==> config.mk <==
export PLATFORM = sky130hd
export DESIGN_NAME = clk_divider_prog
export DESIGN_NICKNAME = d
export VERILOG_FILES = /design/src/rtl/clk_divider_prog.sv
export SDC_FILE = /design/constraint.sdc
export NUM_CORES = 1
export LEC_CHECK = 0
export ABC_AREA = 1
export CORE_AREA = 2 2 105 132
export CTS_CLUSTER_SIZE = 14
export DETAILED_ROUTE_END_ITERATION = 12
export DIE_AREA = 0 0 107 134
export PLACE_DENSITY = 0.63
export SLEW_MARGIN = 15
export SYNTH_ARGS = -nofsm -noshare
export SYNTH_HDL_FRONTEND = slang
export SYNTH_SLANG_ARGS = --single-unit
export TNS_END_PERCENT = 20
==> constraint.sdc <==
create_clock -name clk -period 1.9 [get_ports clk]
set_input_delay 0.475 -clock clk [delete_from_list [all_inputs] [get_ports clk]]
set_output_delay 0.475 -clock clk [all_outputs]
set_load 0.05 [all_outputs]
==> src/rtl/clk_divider_prog.sv <==
// clk_divider_prog: programmable clock divider with toggle/pulse output and glitch-free divisor reload
module clk_divider_prog #(
  parameter int WIDTH       = 32,
  parameter int DEFAULT_DIV = 500
) (
  input  logic             clk,
  input  logic             rst,
  input  logic             en,
  input  logic [WIDTH-1:0] div_in,
  input  logic             div_load,
  input  logic             mode,
  output logic             div_ack,
  output logic             clk_out,
  output logic             tick,
  output logic [WIDTH-1:0] cur_div
);
  logic [WIDTH-1:0] count, active_div, pending_div;
  logic             pending_valid, active_mode, term, clk_next;
  assign term    = en && count == active_div;
  assign cur_div = active_div;
  // next output level: pulse mode follows the next tick, toggle mode flips on terminal, leaving pulse forces low
  always_comb clk_next = term ? (mode ? 1'b1 : (active_mode ? 1'b0 : ~clk_out))
                              : (active_mode ? 1'b0 : clk_out);
  // counter, divisor/mode reload on terminal cycles, load capture and strobes
  always_ff @(posedge clk) begin
    if (rst) begin
      count         <= '0;
      active_div    <= WIDTH'(DEFAULT_DIV);
      pending_div   <= '0;
      pending_valid <= 1'b0;
      active_mode   <= 1'b0;
      clk_out       <= 1'b0;
      tick          <= 1'b0;
      div_ack       <= 1'b0;
    end else begin
      div_ack <= div_load;
      tick    <= term;
      clk_out <= clk_next;
      if (en) count <= term ? '0 : count + WIDTH'(1);
      if (term) active_mode <= mode;
      if (term && pending_valid) active_div <= pending_div;
      if (div_load) begin
        pending_div   <= div_in;
        pending_valid <= 1'b1;
      end else if (term) begin
        pending_valid <= 1'b0;
      end
    end
  end
endmodule

[After elaboration in Yosys (flattened, before gate mapping)]
Cells that the tools add are included.
Storage, ports and cells
  input bits: 37
  register bits after elaboration: 101
  word-level logic and storage cells: 22
  output and inout port bits: 35
Cells by class
  reductions and logical operators: 4
  add/subtract/negate cells: 1
  multiplexer cells: 7
  eq/ne operators: 1
  bitwise gates (word level): 1
Operator list (count)
  32-bit by 1-bit adder with 32-bit output, second input constant: 1
  32-bit equality test: 1
  32-bit two-way mux: 1
  1-bit two-way mux: 6
  2-bit nonzero test: 2
  1-bit logical AND: 2
  1-bit NOT: 1

[Depth between registers and ports, before layout]
  depth after elaboration: 4
  gate-level depth with buffers: 13
  mapped depth without buffers: 12

[Worst setup path before layout]
OpenSTA, ideal clock, no wires.
  kind: register -> register
  start point: reg active_div[16], in the netlist cur_div[16]
  end point: reg count[18]
  path buffers: 1
  arrival: 1804 ps
  stages on the path, launching flop included: 11
  data required time: 1775 ps
  clock period less this slack: 1929 ps
  setup time: 125 ps
  setup slack: -29 ps
  cells stage by stage: dfxtp_1 inv_1 nand2_1 nand2_1 nor3_1 nand3b_1 nor2_2 nand2_2 nand2_1 buf_4 nor3b_1
On the way
  word-level cells in the longest chain between the ends: 3
RTL lines
  start: declaration: line 17  | logic [WIDTH-1:0] count, active_div, pending_div;
  start signal: assignment: line 28  | active_div <= WIDTH'(DEFAULT_DIV);
  start signal: assignment: line 41  | if (term && pending_valid) active_div <= pending_div;
  32-bit equality test: line 19  | assign term = en && count == active_div;
  1-bit logical AND: line 19
  32-bit two-way mux: line 39  | if (en) count <= term ? '0 : count + WIDTH'(1);
  end signal: assignment: line 39
  end: declaration: line 17
Every way passes these cells.
A chain may end at the register's enable or synchronous reset.

[Worst setup path in the final report]
  start point: reg count[23]
  end point: reg active_div[26], in the netlist cur_div[26]
On the way
  word-level cells in the longest chain between the ends: 3
RTL lines (line)
  32-bit equality test: 19
  1-bit logical AND: 19
  1-bit logical AND: 41
Every way passes these cells.

==> run summary <==
Setup repair after global routing could not meet its margin everywhere. The core box area was 13100 um2. The count of synthesis-stage warnings from yosys is 0, and the half-perimeter wire length after placement is 11300 um. For the sum of internal, switching and leakage power, the log shows 0.00433 W. Walking the worst path, the cells encountered are inv_1 -> nand2_1 -> nand4_1 -> nor2_1 -> nand2_1 -> nor2_4 -> buf_4 -> buf_8 -> nand4_1 -> nand2_1 -> nor2_1. The global route total overflow is 0.

After detailed routing, the number of remaining DRC violations is 0. Number of buffers inserted during clock tree synthesis: 9. Once detail routing completed, the nets flagged for antenna violations numbered 0.

The cell family contributing the most delay on the critical path is simple AND/OR/NAND/NOR gates. Counting flops and latches in the post-synthesis netlist gives 101. Setup violations remaining at the end of the flow were counted as 0.

The ratio of final minimum period to clock period was 0.946. For this block, the via count after detailed routing is 5121. The run gives 4714 as the via count of the first global-routing pass. The net count reported at finish was 923. Pin placement for this block handled 72 I/O pins. The global routing usage summed across all routing layers came out at 0.211. The worst setup path is of the flip-flop to flip-flop kind. The worst hold path begins at pending_div[28].

The total buffers and inverters traversed by the critical path is 3. The floorplan die height was 134 um. The number of pins exceeding their max-slew limit in the final report is 0.

For the first-pass GRT wire length, the log shows 23800 um. In this run, post-CTS hold repair placed 0 buffers. Dividing the detail-routed via count by the number of cells gives 4.83. In this run the worst setup path begins at count[23]. The cell sitting at the root of the clock tree is a sky130_fd_sc_hd__clkbuf_16. The run finished with clean final reports. The fraction of final layout cells with drive strength greater than 1 is 0.183. The violation count after the first detailed-routing iteration was 255; the floorplan row count was 47. The startpoint identified for the worst register-to-register timing path is count[23].

The part of the power in registers was 0.504. The proportion of power drawn by combinational gates was 0.072. The worst setup path is captured at a flip-flop.

The fraction of power spent switching nets was 0.253; the weighted congestion reported at the end of routability-driven placement was 0.935. Among all flip-flop cells after synthesis, the most frequent one is sky130_fd_sc_hd__dfxtp_1. For the worst-skew pair, the clock arrives at the later sink with an insertion delay of 350 ps. The floorplan step defined a die boundary enclosing 14300 um2. The tools report the initial antenna violation count as 0. Data arrives at the worst endpoint at 2040 ps. The final hold violation count was 0; the detail-routed net length per standard cell was 13.9 um. For this design the total switching power over the nets is 0.00110 W. Slowest cell on the critical path: sky130_fd_sc_hd__dfxtp_1. The post-synthesis instance total was 784. The maximum fanout encountered on the critical timing path is 8, and the H-tree depth is 3. The synthesized design contains 0 enable-type register cells. The relative slew slack is 0.781, and the count of clock tree sinks is 101.

The type of element launching the critical path is a flip-flop. The repair_antennas step left the layout with diodes totalling 0. The internal power of the cells totals 0.00323 W. The synthesized netlist occupies a cell area of 5100 um2. The number of buffer cells added on primary ports is 71. TritonCTS built the clock tree. The share of async-settable or async-resettable flops after synthesis was 0. For this run, the top clock speed supported by timing is 557 MHz. For the maximum vdd ir drop, the log shows 0.416 mV. The run gives 0.424 as the clock network power share.

Synthesis produced a netlist with a net count of 822. The data required time at the worst endpoint came out at 2150 ps. For this design the ratio of total power to cell area is 654 nW/um2.

The run gives 14800 um as the post-detailed-routing wire length. At the pin with the least slew margin, the transition time is 325 ps. The setup TNS came out at 0 ps. The final period demand of the worst path was 1800 ps; the count of maximum capacitance violations was 0. The horizontal die dimension works out to 107 um. The area growth from synthesis to layout is 29.7%. The longest clock path from root to sink contains 2 buffers. Entering global routing, the biggest net connects 34 pins.

For the sequential cell area fraction in the yosys report, the log shows 0.396. The distinct cell type count of the synthesized netlist was 34; the worst-case clock skew was 9.19 ps. For this run, the detailed router's first-pass iteration total came to 5. The post-synthesis average cell area works out to 6.51 um2. Summed over all cells, the static leakage comes to 2.99 nW. Starting utilization of the core area: 0.389.

Most frequent cell on the critical path: sky130_fd_sc_hd__nand2_1. After clock tree synthesis, the clock-pin slew on the worst setup and hold paths is 70 ps. In this run the worst hold path is classified as flip-flop to flip-flop.

In this design, the stage delay of the slowest critical-path cell is 440 ps.
-- placed cells by master, fill, tap and decap left out, types with 3 or more instances in the layout --
cell type / instances
sky130_fd_sc_hd__nand2_1: 184
sky130_fd_sc_hd__inv_1: 112
sky130_fd_sc_hd__nor2_1: 107
sky130_fd_sc_hd__buf_4: 76
sky130_fd_sc_hd__dfxtp_1: 72
sky130_fd_sc_hd__nand4_1: 49
sky130_fd_sc_hd__o21ai_0: 44
sky130_fd_sc_hd__clkdlybuf4s50_1: 35
sky130_fd_sc_hd__nand3_1: 34
sky130_fd_sc_hd__a21oi_1: 33
sky130_fd_sc_hd__dfxtp_2: 26
sky130_fd_sc_hd__nor3_1: 22
sky130_fd_sc_hd__inv_2: 17
sky130_fd_sc_hd__clkbuf_16: 10
sky130_fd_sc_hd__xor2_1: 9
sky130_fd_sc_hd__xnor2_1: 6
sky130_fd_sc_hd__nor3b_1: 5
sky130_fd_sc_hd__nor2_2: 4
sky130_fd_sc_hd__buf_12: 4
sky130_fd_sc_hd__buf_6: 4
sky130_fd_sc_hd__nor2_4: 3
sky130_fd_sc_hd__o21ai_1: 3
sky130_fd_sc_hd__o22ai_1: 3
sky130_fd_sc_hd__nor4_1: 3
sky130_fd_sc_hd__dfxtp_4: 3
-- per-stage QoR --
stage | hold WS [ps] | std cells | area (um2) | util | worst slack [ps]
CTS | 461 | 1058 | 6490 | 0.495 | 8.73
global route | 481 | 1061 | 6620 | 0.505 | -45.2
finish | 456 | 1061 | 6620 | 0.505 | 103
detailed placement | 450 | 1042 | 6200 | 0.473 | -333
floorplan | 434 | 784 | 5110 | - | 1.34
global placement | 443 | 1042 | 6200 | 0.473 | -334
-- cell type report --
type	instances	area [um2]
Clock inverter	7	67.6
Multi-Input combinational cell	520	2450
Clock buffer	9	225
Inverter	131	494
Sequential cell	101	2070
Fill cell	1327	6490
Timing Repair Buffer	122	1100
Tap cell	171	214
-- worst min-delay path, stage by stage (launching register included) --
cell,delay (ps)
sky130_fd_sc_hd__dfxtp_1,300
sky130_fd_sc_hd__inv_1,60
sky130_fd_sc_hd__a21oi_1,60
-- worst paths after layout --
check,to,slack [ps],cells after the start
min reg2reg,pending_div[28],460,2
max reg2reg,cur_div[26],100,11
max,cur_div[26],100,11
min,pending_div[28],460,2
-- flip-flops by register name, indices dropped and copies added (netlist names) --
signal	flops
tick	1
cur_div	32
div_ack	1
active_mode	1
pending_valid	1
count	32
clk_out	1
pending_div	32
-- power groups by stage --
stage	Clock (W)	Sequential, W	Combinational (W)
floorplan	0	0.00224	0.000158
global placement	0	0.00223	0.000309
detailed placement	0	0.00223	0.000310
CTS	0.00186	0.00218	0.000311
global route	0.00195	0.00218	0.000349
finish	0.00184	0.00218	0.000311
-- kinds of logic after synthesis --
| kind of cell | count (synthesis) | share of synthesized area |
|---|---|---|
| buffers and inverters | 163 | 0.129 |
| AND/OR/NAND/NOR | 419 | 0.362 |
| adder cells (fa/ha/maj) | 1 | 0.00245 |
| flip-flops | 101 | 0.396 |
| AO/OA/AOI/OAI | 85 | 0.0848 |
| XOR/XNOR | 15 | 0.0257 |
-- synth_stat cells (2+ instances only) --
cell type                  instances  share of area
sky130_fd_sc_hd__nand2_1         185           0.14
sky130_fd_sc_hd__inv_1           112          0.082
sky130_fd_sc_hd__nor2_1          110          0.081
sky130_fd_sc_hd__dfxtp_1         101           0.40
sky130_fd_sc_hd__nand4_1          49          0.060
sky130_fd_sc_hd__o21ai_0          45          0.044
sky130_fd_sc_hd__a21oi_1          34          0.033
sky130_fd_sc_hd__nand3_1          34          0.033
sky130_fd_sc_hd__nor3_1           22          0.022
sky130_fd_sc_hd__inv_2            17          0.013
sky130_fd_sc_hd__clkbuf_1         16          0.012
sky130_fd_sc_hd__xor2_1            9          0.015
sky130_fd_sc_hd__buf_2             6         0.0059
sky130_fd_sc_hd__xnor2_1           6          0.010
sky130_fd_sc_hd__buf_4             5         0.0074
sky130_fd_sc_hd__nor3b_1           5         0.0074
sky130_fd_sc_hd__nor2_2            3         0.0037
sky130_fd_sc_hd__nor4_1            3         0.0037
sky130_fd_sc_hd__o22ai_1           3         0.0037
sky130_fd_sc_hd__buf_1             2         0.0015
sky130_fd_sc_hd__buf_6             2         0.0044
sky130_fd_sc_hd__nand3b_1          2         0.0029
sky130_fd_sc_hd__o21ai_1           2         0.0020
-- what timing repair did --
item                                    4_1_cts  5_1_grt
buffers inserted                              0        2
endpoints found under the setup margin        0       67
gates resized for setup                       0       41
hold endpoints to repair                      0        0
-- layer usage --
metal,up-vias,part of all wire,track usage
li1,2692,-,-
met1,2295,0.45,0.275
met2,112,0.50,0.356
met3,22,0.035,0.0228
met4,0,0.023,0.0866
met5,-,0,0
No activity file was read; power rests on OpenSTA's default activity.
